## config.mk

```make
export PLATFORM = sky130hd
export DESIGN_NAME = serial_out
export DESIGN_NICKNAME = d
export VERILOG_FILES = /design/src/rtl/serial_out.sv
export SDC_FILE = /design/constraint.sdc
export NUM_CORES = 1
export LEC_CHECK = 0
export CORE_ASPECT_RATIO = 0.8
export CORE_UTILIZATION = 23
export DETAILED_ROUTE_END_ITERATION = 6
export PLACE_DENSITY = 0.5
export REMOVE_ABC_BUFFERS = 1
export SLEW_MARGIN = 30
export SYNTH_ARGS = -nofsm -noshare
export SYNTH_HDL_FRONTEND = slang
export SYNTH_SLANG_ARGS = --single-unit
```

## constraint.sdc

```tcl
create_clock -name CLK -period 1.9 [get_ports CLK]
set_input_delay 0.38 -clock CLK [delete_from_list [all_inputs] [get_ports CLK]]
set_output_delay 0.38 -clock CLK [all_outputs]
set_load 0.05 [all_outputs]
```

## src/rtl/serial_out.sv

```systemverilog
// Asynchronous serial transmitter: start bit, 8 data bits LSB first, optional parity, one stop bit.
// A one-byte holding register lets frames run back to back without an idle gap.
//
//   state    | meaning
//   ---------+---------------------------------------------------------------
//   S_IDLE   | line high, waiting for the holding register to fill
//   S_START  | start bit (low) for one bit period
//   S_DATA   | eight data bits, LSB first, shift register moves right
//   S_PARITY | parity over the latched byte, only when PARITY_EN=1
//   S_STOP   | stop bit (high); may hand straight over to the next start bit
module serial_out #(
    parameter int CLKS_PER_BIT = 16,
    parameter bit PARITY_EN    = 1'b0,
    parameter bit PARITY_ODD   = 1'b0
) (
    input  logic       CLK,
    input  logic       RESET,
    input  logic [7:0] BYTEIN,
    input  logic       LOAD,
    output logic       READY,
    output logic       BUSY,
    output logic       OVERRUN,
    output logic       TX_D
);

    typedef enum logic [2:0] {
        S_IDLE,
        S_START,
        S_DATA,
        S_PARITY,
        S_STOP
    } state_t;

    localparam logic [15:0] LP_LAST = 16'(CLKS_PER_BIT - 1);

    state_t      r_state;
    logic [15:0] r_baud;
    logic [2:0]  r_bit;
    logic [7:0]  r_shift;
    logic [7:0]  r_hold;
    logic        r_full;
    logic        r_par;
    logic        r_tx;
    logic        r_ready;
    logic        r_busy;
    logic        r_overrun;

    state_t      w_state_next;
    logic [15:0] w_baud_next;
    logic [2:0]  w_bit_next;
    logic [7:0]  w_shift_next;
    logic [7:0]  w_hold_next;
    logic        w_full_next;
    logic        w_par_next;
    logic        w_tx_next;
    logic        w_xfer;
    logic        w_accept;
    logic        w_bit_end;

    assign w_bit_end = (r_baud == LP_LAST);
    assign w_accept  = LOAD && !r_full;

    always_comb begin
        w_state_next = r_state;
        w_bit_next   = r_bit;
        w_shift_next = r_shift;
        w_xfer       = 1'b0;

        case (r_state)
            S_IDLE: begin
                if (r_full) begin
                    w_xfer       = 1'b1;
                    w_state_next = S_START;
                end
            end
            S_START: begin
                if (w_bit_end) w_state_next = S_DATA;
            end
            S_DATA: begin
                if (w_bit_end) begin
                    w_shift_next = {1'b0, r_shift[7:1]};
                    w_bit_next   = r_bit + 3'd1;
                    if (r_bit == 3'd7) w_state_next = PARITY_EN ? S_PARITY : S_STOP;
                end
            end
            S_PARITY: begin
                if (w_bit_end) w_state_next = S_STOP;
            end
            S_STOP: begin
                if (w_bit_end) begin
                    if (r_full) begin
                        w_xfer       = 1'b1;
                        w_state_next = S_START;
                    end else begin
                        w_state_next = S_IDLE;
                    end
                end
            end
            default: w_state_next = S_IDLE;
        endcase

        if (r_state == S_IDLE) w_baud_next = 16'd0;
        else if (w_bit_end)    w_baud_next = 16'd0;
        else                   w_baud_next = r_baud + 16'd1;

        if (w_xfer) w_shift_next = r_hold;

        // Transfer and accept are exclusive: a transfer needs a full register, accept an empty one.
        w_full_next = w_xfer ? 1'b0 : (w_accept ? 1'b1 : r_full);
        w_hold_next = w_accept ? BYTEIN : r_hold;
        w_par_next  = w_xfer ? ((^r_hold) ^ PARITY_ODD) : r_par;

        // The line is registered from the next state so it changes on the same edge as the state.
        case (w_state_next)
            S_START:  w_tx_next = 1'b0;
            S_DATA:   w_tx_next = w_shift_next[0];
            S_PARITY: w_tx_next = w_par_next;
            default:  w_tx_next = 1'b1;
        endcase
    end

    always_ff @(posedge CLK or negedge RESET) begin
        if (!RESET) begin
            r_state   <= S_IDLE;
            r_baud    <= 16'd0;
            r_bit     <= 3'd0;
            r_shift   <= 8'd0;
            r_hold    <= 8'd0;
            r_full    <= 1'b0;
            r_par     <= 1'b0;
            r_tx      <= 1'b1;
            r_ready   <= 1'b1;
            r_busy    <= 1'b0;
            r_overrun <= 1'b0;
        end else begin
            r_state   <= w_state_next;
            r_baud    <= w_baud_next;
            r_bit     <= w_bit_next;
            r_shift   <= w_shift_next;
            r_hold    <= w_hold_next;
            r_full    <= w_full_next;
            r_par     <= w_par_next;
            r_tx      <= w_tx_next;
            r_ready   <= !w_full_next;
            r_busy    <= (w_state_next != S_IDLE) || w_full_next;
            r_overrun <= LOAD && r_full;
        end
    end

    assign READY   = r_ready;
    assign BUSY    = r_busy;
    assign OVERRUN = r_overrun;
    assign TX_D    = r_tx;

endmodule

```

==> reports/results.ini, run 1 <==
[power_and_ir_drop]
ir_worst_vdd_mv = 0.413
power_density_nw_per_um2 = 1290
power_leakage_nw = 1.16

[placement]
pre_cts_ws_ps = -40.4
finalWeightedCongestion = 0.769
dpl.cell_count = 323
io_buffers = 14
dp_hpwl_um = 2670

[setup_path]
crit_path_max_fanout = 5
r2r_slack_ps = -40
r2r-end = BUSY
crit_type = reg2reg
worstReg2RegStart = r_baud[12]
end_kind = register
arrival_ps = 2120
reg2reg_depth = 6
start_kind = register
required_ps = 2080

[synth]
synth_area_sq_um = 2040
ys_warn_count = 0
yosysSeqAreaShare_pct = 54.0
synth-compound-area-share_pct = 8.26
synth-xor-area-share_pct = 9.00
synth_mux_area_share_pct = 6.55
synth_top_family_by_area = simple AND/OR/NAND/NOR gates
synth_adder_area_share_pct = 1.84
postSynthAreaPerCell_sq_um = 11.4
synth-seq-cells = 44
synthSimpleGateAreaFrac_pct = 17.9
syn_inst = 179
yosys.cell_types.count = 39

[global_routing]
grt_pass1_wl_um = 7190
grt_usage_pct = 10.2
antenna_found_initial = 0
overflow = 0
grt_pass1_vias = 1410
grt_max_degree = 45

[status]
outcome = finished with violations
failed_checks = setup timing

[sta]
fin_ws_ps = -41.5
setup-violations-final = 2
slew_headroom_pct = 62.0
tightest_slew_ps = 570
rsz0062_at_grt = yes
finalCriticalPeriod_ps = 1940
max_freq_mhz = 515
fin_skew_ps = 9.86
hold_viol_final = 0
slew_violations = 0
finalCritPeriodShare_pct = 102

[clock_tree]
cts_htree_levels = 2
cts_root_buf = clkbuf_8
cts_tree = done
numCtsBuffers = 5
cts_buffer_depth = 2
cts.sinks = 44
clk_latency_ps = 300
postCtsHoldBufs = 0
clk_pin_slew_ps = 90

[final_layout]
synthToLayoutAreaGrowth_pct = 30.4
nNetsFinal = 239
fillCellCount = 864
regArea_sq_um = 1100
final_core_util_pct = 31.2
final_layout_size_suffix_gt1_share_pct = 31.0
instances_no_fill = 338
multiInputGateArea_sq_um = 957
num_antenna_cells = 0

[route]
ant_nets = 0
drt_iter0_drc = 145
finalWirelength_um = 4050
viasPerCell = 4.26
wl_per_cell_um = 12.0
vias = 1441
route.detailed.drc = 0
dr.pass1.iters = 4

[floorplanning]
die-height_um = 86.3
design.core.area_sq_um = 8560
num_rows = 30
dieArea_sq_um = 9270
die_w_um = 107
initial_core_util_pct = 23.9
io_pins = 15

[flow_run]
max_cap_viol_count = 0

[worst_hold_path]
hp-class = in2async

-- layer usage --
layer | vias to the layer above | global-route usage (%) | part of all wire, %
li1 | 703 | - | -
met5 | - | 0 | 0
met1 | 711 | 14.6 | 50
met4 | 0 | 2.99 | 1.3
met2 | 21 | 14.5 | 45
met3 | 6 | 3.38 | 3.9
-- area by class of cell --
class / count / area share [%]
clock buffers: 6 / 2.72
clock inverters: 2 / 0.469
inverters: 8 / 1.22
multi-input cells: 124 / 35.9
flip-flops and latches: 44 / 41.4
well taps: 112 / 5.26
repair buffers: 42 / 13.0
-- power breakdown --
group	total, mW	switching, mW	internal (mW)
Sequential	1.47	0.232	1.23
Combinational	1.39	0.668	0.725
Clock	0.588	0.331	0.257
Total	3.45	1.23	2.21
-- sequential cells by signal, indices dropped and copies added (netlist names) --
register / flops
r_hold: 8
r_shift: 8
r_bit: 3
READY: 1
r_par: 1
r_full: 1
r_baud: 16
OVERRUN: 1
r_state: 3
TX_D: 1
BUSY: 1
-- metrics by stage --
stage / TNS [ps] / area, sq um / hold slack, ps / power (mW)
6_report: -62.5 / 2670 / 145 / 3.45
5_1_grt: -528 / 2670 / 194 / 3.72
4_1_cts: -63.6 / 2620 / 177 / 3.44
3_5_place_dp: -106 / 2460 / 466 / 2.75
3_3_place_gp: -26.1 / 2460 / 460 / 2.73
2_1_floorplan: -835 / 2030 / 84.4 / 2.33
-- cells in the mapped netlist --
| master | number | area share, % |
|---|---|---|
| nand3_1 | 5 | 1.2 |
| nor2_1 | 23 | 4.2 |
| nand2b_1 | 2 | 0.61 |
| dfrtp_1 | 42 | 51 |
| clkbuf_1 | 2 | 0.37 |
| or4_1 | 1 | 0.37 |
| ha_1 | 3 | 1.8 |
| nor3_1 | 2 | 0.49 |
| xor2_1 | 6 | 2.6 |
| nor2b_1 | 1 | 0.31 |
| a21oi_4 | 1 | 0.80 |
| o21ai_1 | 1 | 0.24 |
| mux2_2 | 9 | 5.0 |
| or3_1 | 3 | 0.92 |
| nand2_1 | 18 | 3.3 |
| and3_1 | 2 | 0.61 |
| a211oi_1 | 1 | 0.37 |
| a21oi_2 | 1 | 0.43 |
| o211ai_1 | 1 | 0.37 |
| mux2_1 | 2 | 1.1 |
| a21oi_1 | 2 | 0.49 |
| nor4_4 | 3 | 3.1 |
| dfstp_2 | 2 | 2.6 |
| o31ai_1 | 2 | 0.73 |
| mux2i_1 | 1 | 0.49 |
| a2bb2oi_1 | 1 | 0.43 |
| o21ai_2 | 1 | 0.43 |
| inv_1 | 7 | 1.3 |
| a21o_1 | 1 | 0.37 |
| o21bai_4 | 1 | 0.92 |
| o21ai_0 | 2 | 0.49 |
| xnor2_1 | 15 | 6.4 |
| nand4_4 | 1 | 1.0 |
| nand4_1 | 3 | 0.92 |
| a22oi_1 | 6 | 2.2 |
| nor3_2 | 1 | 0.49 |
| buf_2 | 2 | 0.49 |
| and2_1 | 1 | 0.31 |
| inv_4 | 1 | 0.31 |
-- critical path, cell delays in order (launching register included) --
cell and delay, ps:
dfrtp_1 420, nor4_4 370, nand4_4 200, a21oi_4 220, o21bai_4 160, inv_4 40, or4_4 400
-- repair_timing --
action	CTS	global route
pin swaps	7	4
gates cloned	1	0
buffers inserted	4	2
endpoints found under the setup margin	7	12
resized for setup	6	10
hold endpoints to repair	0	0
-- placed cells by master, fill, tap and decap left out, drive strengths merged, types with 2 or more instances in the layout --
cell type	synthesis	layout
buf	2	31
nor2	23	23
o31ai	2	2
nor4	3	3
clkdlybuf4s50	0	11
dfrtp	42	42
mux2	11	11
xnor2	15	15
a21oi	4	4
nor3	3	3
o21ai	4	4
and3	2	2
or3	3	3
nand2	18	18
inv	8	8
dfstp	2	2
nand3	5	5
nand2b	2	2
nand4	4	5
a22oi	6	6
clkbuf	2	6
ha	3	3
xor2	6	6
-- how the worst max path moves through the flow --
| stage | startpoint | to | slack, ps | depth (start not counted) |
|---|---|---|---|---|
| 3_3_place_gp | r_baud[12] | TX_D | -20 | 6 |
| 5_1_grt | r_baud[12] | BUSY | -170 | 6 |
| 3_5_place_dp | r_baud[0] | r_bit[1] | -40 | 6 |
| 2_1_floorplan | r_baud[4] | TX_D | -160 | 6 |
| 6_report | r_baud[12] | BUSY | -40 | 6 |
| 4_1_cts | r_baud[15] | BUSY | -40 | 6 |
-- kinds of logic after synthesis --
| kind of cell | after synthesis |
|---|---|
| muxes | 12 |
| adders and majority gates | 3 |
| buffers and inverters | 12 |
| xor gates and xnor gates | 21 |
| AOI/OAI and AO/OA | 21 |
| DFF | 44 |
| and+or+nand+nor | 66 |
Power figures use the tool's default switching activity.
==> run 2: changes to the inputs <==
Settings changed: CORE_UTILIZATION 23 to 52, CTS_CLUSTER_DIAMETER set to 100, PLACE_DENSITY 0.5 to 0.85.
==> run 2 against run 1 <==
Compared with the run above:
- the flow still finishes with violations (setup timing)
- clock power is 5.6% lower
- sequential cell count stayed put
- setup slack worse by 87 ps
- critical endpoint unchanged
- hold slack worse by 95 ps
- via count is 8.0% higher
==> reports/results.ini, run 2 (same netlist as run 1, synthesis figures left out) <==
[global_routing]
grt_usage_pct = 22.5
grt_max_degree = 45
antenna_found_initial = 0
grt_pass1_vias = 1452
use_met1_pct = 29.7
overflow = 0
grt.busiest_layer = met2
grt_pass1_wl_um = 6930
grt_use_met3_pct = 5.74
grt_use_met2_pct = 35.4

[worst_hold_path]
hp-class = in2async

[final_layout]
largestRegisters = r_baud: 16 flops, r_hold: 8 flops, r_shift: 8 flops
final_layout_size_suffix_gt1_share_pct = 31.0
largest_reg_flops = 16
final_core_util_pct = 72.5
num_antenna_cells = 0
largest_register = r_baud
final_cell_mix = 41 x dfrtp_1, 26 x buf_4, 20 x nor2_1
design_area_sq_um = 2600
synthToLayoutAreaGrowth_pct = 27.4
final_common_cell = dfrtp_1
nNetsFinal = 240

[route]
wl_per_cell_um = 16.8
dr.pass1.iters = 4
finalWirelength_um = 4680
viasPerCell = 5.60
vias = 1556
drt_iter0_drc = 158
ant_nets = 0
route.detailed.drc = 0

[sta]
fin_skew_ps = 3.78
rsz0062_at_grt = yes
finalCritPeriodShare_pct = 107
slew_violations = 0
slew_headroom_pct = 67.6
fin_tns_setup_ps = -490
max_freq_mhz = 493
fin_ws_ps = -129
finalCriticalPeriod_ps = 2030
hold_viol_final = 0
tightest_slew_ps = 485
setup-violations-final = 6
holdWs_ps = 49.6

[status]
outcome = finished with violations
failed_checks = setup timing

[clock_tree]
cts_tree = done
cts_buffer_depth = 2
cts_htree_levels = 2
clk_pin_slew_ps = 80
postCtsHoldBufs = 0
cts.sinks = 44
cts_root_buf = clkbuf_8
clk_latency_ps = 290
numCtsBuffers = 5

[setup_path]
crit_path_top_delay_cell = dfrtp_1
slowest_delay_ps = 420
arrival_ps = 2190
crit_path_max_fanout = 5
path_delay_family = simple AND/OR/NAND/NOR gates
end_kind = register
crit_type = reg2reg
required_ps = 2060
path_cells = nor4_4 -> nand4_4 -> a21oi_4 -> o21bai_4 -> inv_4 -> or4_1
start_kind = register
crit_buf_inv = 1

[floorplanning]
dieArea_sq_um = 4190
die-height_um = 58.1
design.core.area_sq_um = 3590
num_rows = 19
initial_core_util_pct = 57.0
die_w_um = 72.1
io_pins = 15

[placement]
io_buffers = 14
dpl-instance-area_sq_um = 2380
finalWeightedCongestion = 0.822
dp_hpwl_um = 2780

[flow_run]
max_cap_viol_count = 0

[power_and_ir_drop]
power_density_nw_per_um2 = 1320
power_mw = 3.45
power_leakage_nw = 1.18
ir_worst_vdd_mv = 0.917

## run 2: stage by stage
step	std cells	setup WS, ps
floorplan	175	-163
global placement	260	23.4
detailed placement	260	-70.6
CTS	275	-45.6
global route	278	-187
finish	278	-129
## run 2: final cells by class
cell class	count	area, sq um
multi-input combinational	124	948
clock inverter	1	5.00
tap	52	65.1
sequential	44	1100
clock buffer	6	72.6
fill	218	986
timing repair buffer	43	375
inverter	8	32.5
## run 2: where the power goes
group	leakage [nW]	total, mW	switching [mW]	internal (mW)
combinational	0.583	1.41	0.712	0.697
sequential	0.551	1.48	0.250	1.23
clock	0.0410	0.555	0.305	0.250
## run 2: path summary, 6_finish.rpt
kind	startpoint	cells past startpoint	endpoint	slack, ps
max	r_baud[12]	6	BUSY	-130
min	RESET	2	r_baud[9]	50
max reg2reg	r_baud[12]	6	BUSY	-130
min reg2reg	r_baud[0]	1	r_baud[0]	460
max in group asynchronous	RESET	2	READY	1590
min in group CLK	r_baud[0]	1	r_baud[0]	460
## run 2: repair_timing
action                     CTS  global route
resized for setup            5            12
setup buffers                7             4
pin swaps                    8             4
setup endpoints to repair   10            13
cloned                       1             0
## run 2: metal layers
| layer | share of wire (%) | vias up | routed length [um] |
|---|---|---|---|
| met5 | 0 | - | 0 |
| met4 | 2.7 | 0 | 127 |
| met3 | 5.8 | 16 | 272 |
| met2 | 49 | 65 | 2290 |
| met1 | 42 | 771 | 1980 |
| li1 | - | 704 | - |
==> run 3: changes to the inputs <==
Settings changed: CAP_MARGIN set to 30, GPL_ROUTABILITY_DRIVEN set to 0.
==> results of run 3 <==
Final layout, timing and power as in run 2 (identical DEF).
